## config.mk

```make
export PLATFORM = sky130hd
export DESIGN_NAME = mem_arbiter
export DESIGN_NICKNAME = d
export VERILOG_FILES = /design/src/rtl/pipeline_pkg.sv /design/src/rtl/wait_counter.sv /design/src/rtl/mem_arbiter.sv
export SDC_FILE = /design/constraint.sdc
export NUM_CORES = 1
export LEC_CHECK = 0
export BUFFER_PORTS_ARGS = -buffer_cell sky130_fd_sc_hd__buf_2
export CORE_MARGIN = 4
export CORE_UTILIZATION = 35
export DETAILED_ROUTE_END_ITERATION = 16
export PLACE_DENSITY_LB_ADDON = 0.15
export SLEW_MARGIN = 20
export SYNTH_ARGS = -nofsm -noshare
export SYNTH_HDL_FRONTEND = slang
export SYNTH_SLANG_ARGS = --single-unit
```

## constraint.sdc

```tcl
create_clock -name clk -period 12.05 [get_ports clk]
set_input_delay 2.41 -clock clk [delete_from_list [all_inputs] [get_ports clk]]
set_output_delay 2.41 -clock clk [all_outputs]
set_load 0.1 [all_outputs]
```

## src/rtl/pipeline_pkg.sv

```systemverilog
// Shared encodings for the MEM-stage / loader memory arbiter: FSM states,
// grant owner, and the latched access record.
package pipeline_pkg;

    localparam int DATA_W = 32;

    typedef enum logic [1:0] {
        ST_IDLE    = 2'd0,
        ST_CPU_ACC = 2'd1,
        ST_DMA_ACC = 2'd2
    } arb_state_e;

    typedef enum logic {
        GRANT_CPU = 1'b0,
        GRANT_DMA = 1'b1
    } grant_e;

    typedef struct packed {
        logic              we;
        logic [DATA_W-1:0] addr;
        logic [DATA_W-1:0] wdata;
    } mem_access_t;

    // On a tie the port that did not win last time gets the memory.
    function automatic grant_e pick_grant(input logic   cpu_req,
                                          input logic   dma_req,
                                          input grant_e last_grant);
        if (cpu_req && dma_req) begin
            if (last_grant == GRANT_DMA) return GRANT_CPU;
            else                         return GRANT_DMA;
        end else if (cpu_req) begin
            return GRANT_CPU;
        end else begin
            return GRANT_DMA;
        end
    endfunction

endpackage

```

## src/rtl/wait_counter.sv

```systemverilog
// Down-counter timing one memory access: loaded on grant, counts to zero and
// parks there; o_zero marks the completion cycle.
module wait_counter #(
    parameter int CNT_W = 4
) (
    input  logic             clk,
    input  logic             reset,
    input  logic             i_load,
    input  logic [CNT_W-1:0] i_load_val,
    input  logic             i_dec,
    output logic             o_zero
);

    logic [CNT_W-1:0] r_cnt;

    // NOTE: clocked state is only ever updated with non-blocking assignments.
    always_ff @(posedge clk or posedge reset) begin
        if (reset) begin
            r_cnt <= '0;
        end else if (i_load) begin
            r_cnt <= i_load_val;
        end else if (i_dec && !o_zero) begin
            r_cnt <= r_cnt - CNT_W'(1);
        end
    end

    assign o_zero = (r_cnt == '0);

endmodule

```

## src/rtl/mem_arbiter.sv

```systemverilog
// Two-port arbiter between the MEM pipeline stage and a loader/debug port in
// front of a single data memory; one access at a time, IDLE between accesses.
module mem_arbiter
    import pipeline_pkg::*;
#(
    parameter int WAIT_CYCLES = 1,
    parameter int CNT_W       = 4
) (
    input  logic        clk,
    input  logic        reset,
    input  logic        cpu_req,
    input  logic        cpu_we,
    input  logic [31:0] cpu_addr,
    input  logic [31:0] cpu_wdata,
    output logic [31:0] cpu_rdata,
    output logic        cpu_stall,
    input  logic        dma_req,
    input  logic        dma_we,
    input  logic [31:0] dma_addr,
    input  logic [31:0] dma_wdata,
    output logic [31:0] dma_rdata,
    output logic        dma_ack,
    output logic        mem_we,
    output logic [31:0] mem_addr,
    output logic [31:0] mem_wdata,
    input  logic [31:0] mem_rdata
);

    localparam logic [CNT_W-1:0] LOAD_VAL = CNT_W'(WAIT_CYCLES - 1);

    arb_state_e  r_state;
    arb_state_e  w_next_state;
    grant_e      r_last_grant;
    grant_e      w_grant;
    logic        w_grant_valid;
    mem_access_t r_acc;
    mem_access_t w_winner;
    logic [31:0] r_cpu_rdata;
    logic [31:0] r_dma_rdata;
    logic        w_cnt_zero;
    logic        w_cpu_done;
    logic        w_dma_done;

    wait_counter #(
        .CNT_W(CNT_W)
    ) u_wait_counter (
        .clk        (clk),
        .reset      (reset),
        .i_load     (w_grant_valid),
        .i_load_val (LOAD_VAL),
        .i_dec      (r_state != ST_IDLE),
        .o_zero     (w_cnt_zero)
    );

    // NOTE: defaults first so no path through this block leaves a latch behind.
    always_comb begin
        w_next_state  = r_state;
        w_grant_valid = 1'b0;
        w_grant       = GRANT_CPU;
        w_winner      = '{we: cpu_we, addr: cpu_addr, wdata: cpu_wdata};

        case (r_state)
            ST_IDLE: begin
                if (cpu_req || dma_req) begin
                    w_grant_valid = 1'b1;
                    w_grant       = pick_grant(cpu_req, dma_req, r_last_grant);
                    if (w_grant == GRANT_CPU) begin
                        w_next_state = ST_CPU_ACC;
                    end else begin
                        w_next_state = ST_DMA_ACC;
                        w_winner     = '{we: dma_we, addr: dma_addr, wdata: dma_wdata};
                    end
                end
            end
            ST_CPU_ACC, ST_DMA_ACC: begin
                if (w_cnt_zero) w_next_state = ST_IDLE;
            end
            default: w_next_state = ST_IDLE;
        endcase
    end

    always_ff @(posedge clk or posedge reset) begin
        if (reset) begin
            r_state      <= ST_IDLE;
            r_last_grant <= GRANT_DMA;
            r_acc        <= '0;
            r_cpu_rdata  <= '0;
            r_dma_rdata  <= '0;
        end else begin
            r_state <= w_next_state;
            if (w_grant_valid) begin
                r_last_grant <= w_grant;
                r_acc        <= w_winner;
            end
            if (w_cpu_done) r_cpu_rdata <= mem_rdata;
            if (w_dma_done) r_dma_rdata <= mem_rdata;
        end
    end

    assign w_cpu_done = (r_state == ST_CPU_ACC) && w_cnt_zero;
    assign w_dma_done = (r_state == ST_DMA_ACC) && w_cnt_zero;

    // The write strobe exists only in the completion cycle: one edge per store.
    assign mem_we    = (w_cpu_done || w_dma_done) && r_acc.we;
    assign mem_addr  = r_acc.addr;
    assign mem_wdata = r_acc.wdata;

    assign cpu_stall = cpu_req && !w_cpu_done;
    assign cpu_rdata = w_cpu_done ? mem_rdata : r_cpu_rdata;
    assign dma_rdata = r_dma_rdata;
    assign dma_ack   = w_dma_done;

endmodule

```

==> results.ini <==
[cts]
cts.reportedPaths.clkPinSlew_ns=0.06
cts_inserted_buffers=17
cts.repair_timing.setup_buffer_count=0
worst_skew_pair.late_latency_ns=0.41
cts_tree=done
cts_max_level=4
cts-root-to-sink-buffers=2
cts-hold-fix-buffers=0
clock_tree.root_cell=sky130_fd_sc_hd__clkbuf_16
clock-sinks=136
post_cts_resized=0

[grt]
grt_antenna_before_repair=0
grt_first_pass_wirelength_um=25500
overflow=0
global_route.usage.total=0.160
grt_pass1_vias=4869
grt_start_max_net_pins=81

[flow_run]
drv_cap=0

[routing]
routed_via_density=4.81
totalWireLength_um=16500
drt-wirelength-per-cell_um=17.7
routed_wire_length_on_met3_um=1330
detail_route.wirelength.met1_um=7000
drtPass1Iterations=4
route.vias.total=4477
routed-wl-met2_um=7880
route.detailed.drc=0
drt-initial-drc-count=168
final_antenna_net_count=0
maxUsedRoutingLayer=met4

[timing]
finClkSkew_ns=0.0117
max_freq_mhz=180
report.final.slew_viol_count=0
hold-worst-slack_ns=0.488
finalHoldViolCount=0
layout_setup_ws_ns=6.48
finalCriticalPeriod_ns=5.57
grt_setup_unrepaired=no
finalSetupViolations=0
final.setup.tns_ns=0
slew_headroom=0.499
worstMarginPinSlew_ns=0.751
layout_worst_path_cycle_share=0.462

[place]
portBuffers=296
dp_hpwl_um=11700
gp_routability_congestion=0.806
place_ws_ns=6.47

[setup_path]
startpoint_type=primary input
critical_path_arrival_ns=3.16
critPathRequiredTime_ns=9.64
crit_path_kind=in -> out
worstPathMaxFanout=5
worstSetupEndpointType=output pin

[synth]
avgSynthCellArea_um2=13.9
yosys.cell_count.top_type=sky130_fd_sc_hd__dfrtp_1
yosysTopAreaCell=sky130_fd_sc_hd__dfrtp_1
synth-seq-area-share=0.529
synth_largest_type_area_fraction=0.525
synth_area_um2=6430
synth_cells=462
synth-async-reset-ratio=1.00
yosys_register_bits=136
ys_dominant_reg_cell=sky130_fd_sc_hd__dfrtp_1
synth-edff-count=0
synth_warnings=0
synth.lib_cells_used.distinct=31
synth.top_cells.by_count=135 x sky130_fd_sc_hd__dfrtp_1, 69 x sky130_fd_sc_hd__buf_4, 65 x sky130_fd_sc_hd__a221o_1, 56 x sky130_fd_sc_hd__mux2_4, 52 x sky130_fd_sc_hd__and2_0
post_synth_main_area_contributors=sky130_fd_sc_hd__dfrtp_1 53%, sky130_fd_sc_hd__mux2_4 13%, sky130_fd_sc_hd__a221o_1 10%, sky130_fd_sc_hd__buf_4 8.1%, sky130_fd_sc_hd__and2_0 5.1%
synth_nets=633

[final_layout]
sequential_cell_area_um2=3400
n_antenna_cell=0
final_net_count=859
final.fill_count=1675
layout-drive-gt1-share=0.576
syn2layout_area_growth_pct=26.2
multi_input_area_um2=2270

[die]
core.rowCount=49
die_h_um=144
io-pin-count=297
start_util=0.357
core_um2=18000
die-area_um2=20600
chipWidth_um=144

[min_path]
min-delay-path-class=reg -> reg

[status]
outcome=finished, final reports clean

## critical path, stage by stage
cell and delay (ns):
sky130_fd_sc_hd__buf_2 0.16, sky130_fd_sc_hd__nor2b_1 0.14, sky130_fd_sc_hd__buf_2 0.44
## layout by cell type, fill, tap and decap left out, types with 2 or more instances in the layout
master and instances:
sky130_fd_sc_hd__a21oi_4 2, sky130_fd_sc_hd__and2_4 2, sky130_fd_sc_hd__nand2_1 4, sky130_fd_sc_hd__clkinv_4 2, sky130_fd_sc_hd__inv_1 6, sky130_fd_sc_hd__a22o_1 3, sky130_fd_sc_hd__o21ai_0 2, sky130_fd_sc_hd__mux2_4 56
sky130_fd_sc_hd__a221o_1 65, sky130_fd_sc_hd__mux2i_1 2, sky130_fd_sc_hd__and2_0 52, sky130_fd_sc_hd__dfrtp_1 135, sky130_fd_sc_hd__ha_1 5, sky130_fd_sc_hd__and2_1 13, sky130_fd_sc_hd__nor3_1 2, sky130_fd_sc_hd__buf_4 3
sky130_fd_sc_hd__buf_2 296, sky130_fd_sc_hd__bufinv_16 3, sky130_fd_sc_hd__mux2_2 8, sky130_fd_sc_hd__clkbuf_16 17, sky130_fd_sc_hd__clkinvlp_4 4, sky130_fd_sc_hd__clkbuf_1 2, sky130_fd_sc_hd__inv_6 4
## state kept, by name, summed over array words and instances, names as in the netlist
signal and cells:
r_acc 1, mem_addr 32, r_last_grant 1, mem_wdata 32
r_state 2, r_cpu_rdata 32, dma_rdata 32, u_wait_counter.r_cnt 4
## cell families (layout without fill, tap and decap cells)
group                      after synthesis  in the layout  share of synthesized area
and+or+nand+nor                         79             79                     0.0778
AOI/OAI and AO/OA                       76             76                      0.113
adders and majority gates                5              5                    0.00973
muxes                                   66             66                      0.148
DFF                                    136            136                      0.529
buffers and inverters                  100            339                      0.122
## path summary, 6_finish.rpt
path | depth (start not counted) | slack [ns] | end | start
setup / recovery | 3 | 6.48 | cpu_stall | cpu_req
hold / removal | 1 | 0.49 | r_cpu_rdata[10] | r_cpu_rdata[10]
setup reg to reg | 6 | 9.79 | mem_wdata[14] | r_state[0]
hold reg to reg | 1 | 0.49 | r_cpu_rdata[10] | r_cpu_rdata[10]
max in group asynchronous | 3 | 8.89 | dma_rdata[24] | reset
min in group asynchronous | 2 | 2.05 | r_cpu_rdata[28] | reset
## through the flow
| step | instances | instance area (um2) | utilization |
|---|---|---|---|
| after floorplan | 462 | 6430 | - |
| after global placement | 898 | 7510 | 0.416 |
| after detailed placement | 898 | 7510 | 0.416 |
| after CTS | 930 | 8110 | 0.450 |
| after global routing | 930 | 8110 | 0.450 |
| final | 930 | 8110 | 0.450 |
## area by class of cell
class,count,area share
Clock buffer,19,0.0534
Multi-Input combinational cell,226,0.280
Sequential cell,136,0.420
Tap cell,229,0.0353
Clock inverter,13,0.0208
Inverter,7,0.00386
Timing Repair Buffer,300,0.187
## routing by layer
| metal | vias to the layer above | GRT usage |
|---|---|---|
| li1 | 2051 | - |
| met1 | 2199 | 0.203 |
| met2 | 214 | 0.258 |
| met3 | 13 | 0.0493 |
| met4 | 0 | 0.0575 |
| met5 | - | 0 |
Power is left out: the tool's default activity adds up to more than one toggle a clock period on the data nets, which glitch-free logic cannot reach.
